===== config.mk =====
export PLATFORM = sky130hd
export DESIGN_NAME = shared_dev_arbiter
export DESIGN_NICKNAME = d
export VERILOG_FILES = /design/src/rtl/shared_dev_arbiter_pkg.sv /design/src/rtl/arb_bus_port.sv /design/src/rtl/shared_dev_arbiter.sv
export SDC_FILE = /design/constraint.sdc
export NUM_CORES = 1
export LEC_CHECK = 0
export CAP_MARGIN = 20
export CORE_MARGIN = 2
export CORE_UTILIZATION = 42
export DETAILED_ROUTE_END_ITERATION = 16
export HOLD_SLACK_MARGIN = 0.05
export PLACE_DENSITY = 0.89
export SLEW_MARGIN = 20
export SYNTH_ARGS = -nofsm -noshare
export SYNTH_HDL_FRONTEND = slang
export SYNTH_SLANG_ARGS = --single-unit

===== constraint.sdc =====
create_clock -name clk -period 2.4 [get_ports clk]
set_input_delay 0.24 -clock clk [delete_from_list [all_inputs] [get_ports clk]]
set_output_delay 0.24 -clock clk [all_outputs]
set_load 0.05 [all_outputs]

===== src/rtl/shared_dev_arbiter_pkg.sv =====
// Shared definitions for the two-CPU peripheral window arbiter.
//   - Owner encoding as seen on the OWNER port and in the lock status byte.
//   - FSM state encoding. State values equal the owner codes, so OWNER is the
//     state register itself and also serves as the FSM debug view.
//   - Lock register data bit positions and the status byte layout.
package shared_dev_arbiter_pkg;

  localparam logic [1:0] OWN_NONE = 2'd0;
  localparam logic [1:0] OWN_P1   = 2'd1;
  localparam logic [1:0] OWN_P2   = 2'd2;

  typedef enum logic [1:0] {
    ST_IDLE = 2'd0,
    ST_OWN1 = 2'd1,
    ST_OWN2 = 2'd2
  } state_t;

  // Lock write: bit0 = 1 acquire, bit0 = 0 release/cancel.
  localparam int LOCK_ACQ_BIT  = 0;
  // Lock read: {5'b0, lost, owner[1:0]}.
  localparam int STAT_LOST_BIT = 2;

  function automatic logic [7:0] lock_status(input logic lost, input logic [1:0] owner);
    logic [7:0] s;
    s = 8'h00;
    s[STAT_LOST_BIT] = lost;
    s[1:0] = owner;
    return s;
  endfunction

endpackage


===== src/rtl/arb_bus_port.sv =====
// One CPU-side port of the shared device arbiter.
//   - Decodes the CPU's write/read buses into lock hits and window hits.
//   - Holds this CPU's pending (acquire requested) and lost (timed out) bits.
//   - Registers a one-cycle read-return flag and drives the CPU's INBUS data,
//     which is 0 in every cycle without a returned read (OR-bus friendly).
// Ports:
//   clk, rst             clock, async active-high reset
//   out_addr/out_we      CPU write address / strobe
//   lock_bit             acquire bit of the CPU write data
//   in_addr/in_re        CPU read address / strobe
//   is_owner             this CPU currently owns the window (registered)
//   grant                this CPU is granted at the coming edge
//   set_lost             this CPU is force-released at the coming edge
//   owner                current owner code, captured by lock reads
//   dev_data             device read data (valid the cycle after the read)
//   lock_rel             release write to the lock register this cycle
//   pend_eff             pending including this cycle's acquire/release
//   access               owner access to the lock or window this cycle
//   fwd_wr/fwd_rd        owner window write/read to forward to the device
//   in_data              CPU read data
module arb_bus_port
  import shared_dev_arbiter_pkg::*;
#(
  parameter logic [7:0] LOCK_DEVADDR  = 8'h2C,
  parameter logic [7:0] WIN_BASE      = 8'h20,
  parameter int         WIN_SIZE_LOG2 = 3
) (
  input  logic       clk,
  input  logic       rst,
  input  logic [7:0] out_addr,
  input  logic       out_we,
  input  logic       lock_bit,
  input  logic [7:0] in_addr,
  input  logic       in_re,
  input  logic       is_owner,
  input  logic       grant,
  input  logic       set_lost,
  input  logic [1:0] owner,
  input  logic [7:0] dev_data,
  output logic       lock_rel,
  output logic       pend_eff,
  output logic       access,
  output logic       fwd_wr,
  output logic       fwd_rd,
  output logic [7:0] in_data
);

  localparam logic [7:0] WIN_MASK = 8'hFF << WIN_SIZE_LOG2;

  logic       lock_wr, lock_rd, win_wr, win_rd, lock_acq;
  logic       pending_q, lost_q, rd_win_q, rd_lock_q;
  logic [7:0] status_q;

  assign lock_wr = out_we && (out_addr == LOCK_DEVADDR);
  assign lock_rd = in_re && (in_addr == LOCK_DEVADDR);
  assign win_wr  = out_we && ((out_addr & WIN_MASK) == (WIN_BASE & WIN_MASK));
  assign win_rd  = in_re && ((in_addr & WIN_MASK) == (WIN_BASE & WIN_MASK));

  // An acquire from the current owner only refreshes its timeout; it must
  // not leave a stale request behind once the owner later releases.
  assign lock_acq = lock_wr && lock_bit && !is_owner;
  assign lock_rel = lock_wr && !lock_bit;

  // Same-cycle view so an acquire can be granted on the very next edge.
  assign pend_eff = lock_acq || (pending_q && !lock_rel);

  assign access = is_owner && (lock_wr || lock_rd || win_wr || win_rd);
  assign fwd_wr = is_owner && win_wr;
  assign fwd_rd = is_owner && win_rd;

  always_ff @(posedge clk or posedge rst) begin
    if (rst) begin
      pending_q <= 1'b0;
      lost_q    <= 1'b0;
      rd_win_q  <= 1'b0;
      rd_lock_q <= 1'b0;
      status_q  <= 8'h00;
    end else begin
      pending_q <= grant ? 1'b0 : pend_eff;
      // A new force-release wins over a status read in the same cycle so
      // the event is never lost unseen.
      if (set_lost)     lost_q <= 1'b1;
      else if (lock_rd) lost_q <= 1'b0;
      // The return flag follows the issuing CPU, even if ownership moves.
      rd_win_q  <= fwd_rd;
      rd_lock_q <= lock_rd;
      if (lock_rd) status_q <= lock_status(lost_q, owner);
    end
  end

  always_comb begin
    in_data = 8'h00;
    if (rd_win_q)       in_data = dev_data;
    else if (rd_lock_q) in_data = status_q;
  end

endmodule


===== src/rtl/shared_dev_arbiter.sv =====
// Shares one memory-mapped peripheral window between two processor buses.
// The processor bus cannot stall, so ownership is taken and released by
// software through a lock register decoded on both buses. Only the owner's
// window accesses reach the device; the other CPU's writes are dropped and
// its reads return 0. An idle owner is force-released after TIMEOUT_CYCLES.
// Ports:
//   clk, reset                       clock, async active-high reset
//   OUTBUS_ADDR/DATA/WE 1,2          CPU write buses
//   INBUS_ADDR/RE 1,2                CPU read requests
//   INBUS_DATA 1,2                   CPU read data, 0 when nothing returns
//   DEV_OUTBUS_ADDR/DATA/WE          forwarded owner writes
//   DEV_INBUS_ADDR/RE                forwarded owner reads
//   DEV_INBUS_DATA                   device read data, one cycle after RE
//   OWNER                            0 none, 1 proc1, 2 proc2 (FSM state)
module shared_dev_arbiter
  import shared_dev_arbiter_pkg::*;
#(
  parameter logic [7:0] LOCK_DEVADDR   = 8'h2C,
  parameter logic [7:0] WIN_BASE       = 8'h20,
  parameter int         WIN_SIZE_LOG2  = 3,
  parameter int         TIMEOUT_W      = 16,
  parameter logic [TIMEOUT_W-1:0] TIMEOUT_CYCLES = 16'd50000
) (
  input  logic       clk,
  input  logic       reset,
  input  logic [7:0] OUTBUS_ADDR1,
  input  logic [7:0] OUTBUS_DATA1,
  input  logic       OUTBUS_WE1,
  input  logic [7:0] INBUS_ADDR1,
  input  logic       INBUS_RE1,
  output logic [7:0] INBUS_DATA1,
  input  logic [7:0] OUTBUS_ADDR2,
  input  logic [7:0] OUTBUS_DATA2,
  input  logic       OUTBUS_WE2,
  input  logic [7:0] INBUS_ADDR2,
  input  logic       INBUS_RE2,
  output logic [7:0] INBUS_DATA2,
  output logic [7:0] DEV_OUTBUS_ADDR,
  output logic [7:0] DEV_OUTBUS_DATA,
  output logic       DEV_OUTBUS_WE,
  output logic [7:0] DEV_INBUS_ADDR,
  output logic       DEV_INBUS_RE,
  input  logic [7:0] DEV_INBUS_DATA,
  output logic [1:0] OWNER
);

  localparam logic [7:0] WIN_MASK = 8'hFF << WIN_SIZE_LOG2;
  localparam logic [TIMEOUT_W-1:0] TO_LAST = TIMEOUT_CYCLES - 1'b1;

  if ((WIN_BASE & ~WIN_MASK) != 8'h00) begin : g_bad_win_align
    $error("WIN_BASE is not aligned to the window size");
  end
  if ((LOCK_DEVADDR & WIN_MASK) == (WIN_BASE & WIN_MASK)) begin : g_bad_lock_alias
    $error("LOCK_DEVADDR falls inside the shared window");
  end

  state_t               state_q, state_d;
  logic [1:0]           last_q, last_d;
  logic [TIMEOUT_W-1:0] cnt_q;
  logic                 grant1, grant2, lost1, lost2, timeout, owner_access;
  logic                 rel1, rel2, pe1, pe2, acc1, acc2;
  logic                 fwr1, fwr2, frd1, frd2;

  assign OWNER = state_q;

  arb_bus_port #(
    .LOCK_DEVADDR (LOCK_DEVADDR),
    .WIN_BASE     (WIN_BASE),
    .WIN_SIZE_LOG2(WIN_SIZE_LOG2)
  ) u_port1 (
    .clk     (clk),
    .rst     (reset),
    .out_addr(OUTBUS_ADDR1),
    .out_we  (OUTBUS_WE1),
    .lock_bit(OUTBUS_DATA1[LOCK_ACQ_BIT]),
    .in_addr (INBUS_ADDR1),
    .in_re   (INBUS_RE1),
    .is_owner(state_q == ST_OWN1),
    .grant   (grant1),
    .set_lost(lost1),
    .owner   (OWNER),
    .dev_data(DEV_INBUS_DATA),
    .lock_rel(rel1),
    .pend_eff(pe1),
    .access  (acc1),
    .fwd_wr  (fwr1),
    .fwd_rd  (frd1),
    .in_data (INBUS_DATA1)
  );

  arb_bus_port #(
    .LOCK_DEVADDR (LOCK_DEVADDR),
    .WIN_BASE     (WIN_BASE),
    .WIN_SIZE_LOG2(WIN_SIZE_LOG2)
  ) u_port2 (
    .clk     (clk),
    .rst     (reset),
    .out_addr(OUTBUS_ADDR2),
    .out_we  (OUTBUS_WE2),
    .lock_bit(OUTBUS_DATA2[LOCK_ACQ_BIT]),
    .in_addr (INBUS_ADDR2),
    .in_re   (INBUS_RE2),
    .is_owner(state_q == ST_OWN2),
    .grant   (grant2),
    .set_lost(lost2),
    .owner   (OWNER),
    .dev_data(DEV_INBUS_DATA),
    .lock_rel(rel2),
    .pend_eff(pe2),
    .access  (acc2),
    .fwd_wr  (fwr2),
    .fwd_rd  (frd2),
    .in_data (INBUS_DATA2)
  );

  // acc1/acc2 are already gated by ownership, so this is the owner only.
  assign owner_access = acc1 || acc2;

  // Fires in the cycle the counter sits at its last value with no owner
  // activity; the release takes effect at the following edge.
  assign timeout = (TIMEOUT_CYCLES != '0) && (state_q != ST_IDLE) &&
                   !owner_access && (cnt_q == TO_LAST);

  always_ff @(posedge clk or posedge reset) begin
    if (reset) begin
      state_q <= ST_IDLE;
      last_q  <= OWN_P2;
      cnt_q   <= '0;
    end else begin
      state_q <= state_d;
      last_q  <= last_d;
      if (grant1 || grant2 || owner_access) cnt_q <= '0;
      else if ((state_q != ST_IDLE) && (cnt_q != '1)) cnt_q <= cnt_q + 1'b1;
    end
  end

  always_comb begin
    state_d = state_q;
    last_d  = last_q;
    grant1  = 1'b0;
    grant2  = 1'b0;
    lost1   = 1'b0;
    lost2   = 1'b0;
    case (state_q)
      ST_IDLE: begin
        // On a tie the CPU that was not granted last time wins.
        if (pe1 && (!pe2 || (last_q == OWN_P2))) grant1 = 1'b1;
        else if (pe2)                            grant2 = 1'b1;
      end
      ST_OWN1: begin
        if (rel1 || timeout) begin
          lost1 = timeout;
          if (pe2) grant2 = 1'b1;
          else     state_d = ST_IDLE;
        end
      end
      ST_OWN2: begin
        if (rel2 || timeout) begin
          lost2 = timeout;
          if (pe1) grant1 = 1'b1;
          else     state_d = ST_IDLE;
        end
      end
      default: state_d = ST_IDLE;
    endcase
    if (grant1) begin
      state_d = ST_OWN1;
      last_d  = OWN_P1;
    end else if (grant2) begin
      state_d = ST_OWN2;
      last_d  = OWN_P2;
    end
  end

  // Zero-latency forwarding from the registered owner's bus only.
  always_comb begin
    DEV_OUTBUS_ADDR = 8'h00;
    DEV_OUTBUS_DATA = 8'h00;
    DEV_OUTBUS_WE   = 1'b0;
    DEV_INBUS_ADDR  = 8'h00;
    DEV_INBUS_RE    = 1'b0;
    if (fwr1) begin
      DEV_OUTBUS_ADDR = OUTBUS_ADDR1;
      DEV_OUTBUS_DATA = OUTBUS_DATA1;
      DEV_OUTBUS_WE   = 1'b1;
    end else if (fwr2) begin
      DEV_OUTBUS_ADDR = OUTBUS_ADDR2;
      DEV_OUTBUS_DATA = OUTBUS_DATA2;
      DEV_OUTBUS_WE   = 1'b1;
    end
    if (frd1) begin
      DEV_INBUS_ADDR = INBUS_ADDR1;
      DEV_INBUS_RE   = 1'b1;
    end else if (frd2) begin
      DEV_INBUS_ADDR = INBUS_ADDR2;
      DEV_INBUS_RE   = 1'b1;
    end
  end

endmodule


==> reports/results.txt, run 1 <==
The flow ran to the end, and the final reports show no timing, DRC or antenna violations. TritonCTS built the clock tree. The run gives 0.005986 sq mm as the die footprint. The class of the most critical hold timing path is input pin to async pin. The logs give 197 for the number of DRC violations after detailed-routing iteration 0 and 443 for the final net count.

The number of antenna diodes in the final layout is 0. The maximum number of pins on one net before global-route repair is 35, and the final count of negative-setup-slack endpoints is 0. The share of async-settable or async-resettable flops after synthesis works out to 1.000. The critical path in this run is classified as flip-flop to flip-flop. After routing the design area is 0.003774 sq mm. After synthesis, the mean cell area works out to 8.597 sq um. The root cell of the clock tree is sky130_fd_sc_hd__clkbuf_8. In the synthesized netlist, the number of instances is 263. After layout, the worst setup slack is 55.91 ps. For this run, the detailed router's first-pass iteration total came to 4. In this run the number of H-tree levels came out at 2. Once detail routing completed, the nets flagged for antenna violations numbered 0.

The fraction of final layout cells with drive strength greater than 1 is 0.1837, and the residual overflow from global routing is 0. The placed cell area was 0.003620 sq mm; the overall via count from detail_route was 2499. Portion of the clock cycle consumed by the worst path in the final layout: 0.9767. The initial core utilization came out at 0.4399. 106 I/O pins were placed. After floorplanning, the core was divided into 26 placement rows. The clock tree buffer depth was 2. The synthesized design contains 34 register bits.

Leaving out fill and tap cells, the most frequent cell in the layout is sky130_fd_sc_hd__clkdlybuf4s50_1. The pre-CTS setup slack was -217.6 ps. The tools report the placer congestion estimate as 0.8468. The global routing usage summed across all routing layers is 0.2462. For this run, the leading register cell type out of synthesis is sky130_fd_sc_hd__dfrtp_1. The sequential-to-total area share from yosys stat is 0.3769, and the actual transition at the worst max-transition pin is 534.0 ps. The final standard cell utilization of the core was 0.7342. Max-cap violations in this run came to 0.

Clock latency on the worst-skew pair, taken at its later pin, is 290 ps. The tools report the type of origin of the critical path as a flip-flop. At the worst endpoint, the required time is 2540 ps. Average detailed-routed wire length per instance: 16.38 microns. The area growth from synthesis to layout is 66.91%. The number of buffers created by CTS was 5.

In this run the worst setup path begins at OWNER[0]. Once placement completed, the tool counted placed cells totaling 443. The run gives 11790 microns as the global-route wire length before repair. Clock-pin slew was measured on the worst setup and hold paths at 70 ps. The synthesized design contains 0 enable-type register cells.

The synthesized cell area is 0.002261 sq mm, and the hold violation count in the final report is 0. The logs give 451 for the final cell count without fillers and 7386 microns for the routed wire length. The design draws 2.054 mW. Reg-to-reg critical path startpoint: OWNER[0]. The total area inside the core boundary comes to 0.005140 sq mm. The tightest hold path in the finished design has a slack of 348.1 ps. CTS saw 34 sinks.

The largest fanout of any net on the critical path was 9. The DRC violations left is 0, and the floorplan die height is 77.37 microns. The number of slew-limit violations in the final report was 0; the data arrival at the endpoint of the critical path was 2480 ps. The via count of the first global-routing pass is 2539, and the count of buffers inserted at the top-level ports is 97. For the number of antenna violations at the first check in global routing, the log shows 0.

STA classifies the critical path endpoint as a flip-flop. The routed design could run at a clock period as short as 2344 ps. In the layout the commonest cells are 79 x sky130_fd_sc_hd__clkdlybuf4s50_1, 33 x sky130_fd_sc_hd__nand2_1, 31 x sky130_fd_sc_hd__dfrtp_1. Largest voltage drop on the vdd net: 0.0006868 V. Yosys printed 0 warnings. The wire-length estimate of the detail-placed layout is 5860 microns. In this run the static leakage power is 1.667 nW. Setup TNS: 0 ps. The via density per instance was 5.541; the worst clock skew was 9.791 ps.

The synthesized netlist contains 47 unique library cells. For this run, the top clock speed supported by timing is 0.4266 GHz. Post-CTS timing repair inserted 0 buffers for setup. In this run the power density over the cells is 544.3 mW/mm^2.

In this run the horizontal extent of the chip is 77.37 microns. Counting the fill cells in the layout gives 374. The worst slew margin relative to its limit was 0.6407.
[Yosys cell counts, drive strengths merged (4+ instances only)]
cell	instances	area, sq um
dfrtp	33	825.8
nor3	7	35.03
or4	4	30.03
o21ai	8	40.04
xor2	13	113.9
or2	5	31.28
nor3b	6	45.04
nor2	27	103.9
mux2	6	67.56
and3	4	25.02
a21oi	8	40.04
inv	10	37.54
nand4	4	25.02
buf	9	71.32
nand3	8	40.04
clkbuf	10	37.54
nand2	33	123.9
nor4	5	31.28
a211oi	6	45.04
a22o	14	122.6
and2	10	62.56
[critical path, stage by stage, from the launching register on]
cell and delay, ps:
sky130_fd_sc_hd__dfrtp_2 470, sky130_fd_sc_hd__nor2_2 60, sky130_fd_sc_hd__or4_1 490, sky130_fd_sc_hd__nor4_1 430
sky130_fd_sc_hd__a211oi_1 150, sky130_fd_sc_hd__buf_4 180, sky130_fd_sc_hd__nor2_1 320, sky130_fd_sc_hd__a21oi_1 100
[where the power goes]
part | internal (mW) | switching, mW
clock network | 0.443 | 0.205
registers | 0.672 | 0.112
logic | 0.293 | 0.328
[flip-flops by register name (all words and copies together), names as in the netlist]
name and flops:
u_port1.rd_lock_q 1, u_port1.lost_q 1, u_port1.status_q 3, OWNER 2, cnt_q 16, u_port2.pending_q 1, u_port1.rd_win_q 1, u_port2.status_q 3
u_port1.pending_q 1, u_port2.rd_win_q 1, u_port2.rd_lock_q 1, last_q 2, u_port2.lost_q 1
[layer usage]
layer / track usage / vias to the layer above / share of wire
met1: 0.2588 / 1190 / 0.36
met3: 0.04302 / 25 / 0.050
met2: 0.4826 / 121 / 0.56
met4: 0.09107 / 0 / 0.032
li1: - / 1163 / -
met5: 0 / - / 0
[path summary, 6_finish.rpt]
check                                       to  slack, ps  cells after the start
min in group clk           u_port2.status_q[2]        510                      1
max in group asynchronous            last_q[1]       1700                      3
max                                   OWNER[1]         60                      7
min                                   cnt_q[5]        350                      3
max reg2reg                           OWNER[1]         60                      7
min reg2reg                u_port2.status_q[2]        510                      1
[what timing repair did]
action,in CTS,in global routing
hold buffers,0,0
endpoints found under the setup margin,0,5
resized for setup,0,2
[cells by family after synthesis]
kind of cell | after synthesis | share of synthesized area
DFF | 34 | 0.3769
muxes | 8 | 0.03874
and+or+nand+nor | 125 | 0.2894
AOI/OAI and AO/OA | 52 | 0.1727
adders and majority gates | 1 | 0.005533
buffers and inverters | 29 | 0.06475
xor gates and xnor gates | 13 | 0.05036
other | 1 | 0.001659
[cell type report]
class / count / area [sq um] / share of cell area
Clock buffer: 6 / 82.58 / 0.02188
Clock inverter: 2 / 60.06 / 0.01592
Inverter: 10 / 37.54 / 0.009947
Multi-Input combinational cell: 207 / 1300 / 0.3445
Sequential cell: 34 / 854.6 / 0.2265
Tap cell: 70 / 87.58 / 0.02321
Timing Repair Buffer: 122 / 1351 / 0.3581
No activity file was read; power rests on OpenSTA's default activity.
==> run 2: changes to the inputs <==
--- a/config.mk
+++ b/config.mk
@@ -15,3 +15,4 @@
 export SYNTH_ARGS = -nofsm -noshare
 export SYNTH_HDL_FRONTEND = slang
 export SYNTH_SLANG_ARGS = --single-unit
+export TNS_END_PERCENT = 100
==> results of run 2 <==
Same layout as run 1: the final DEF is identical, and so are final timing and power.
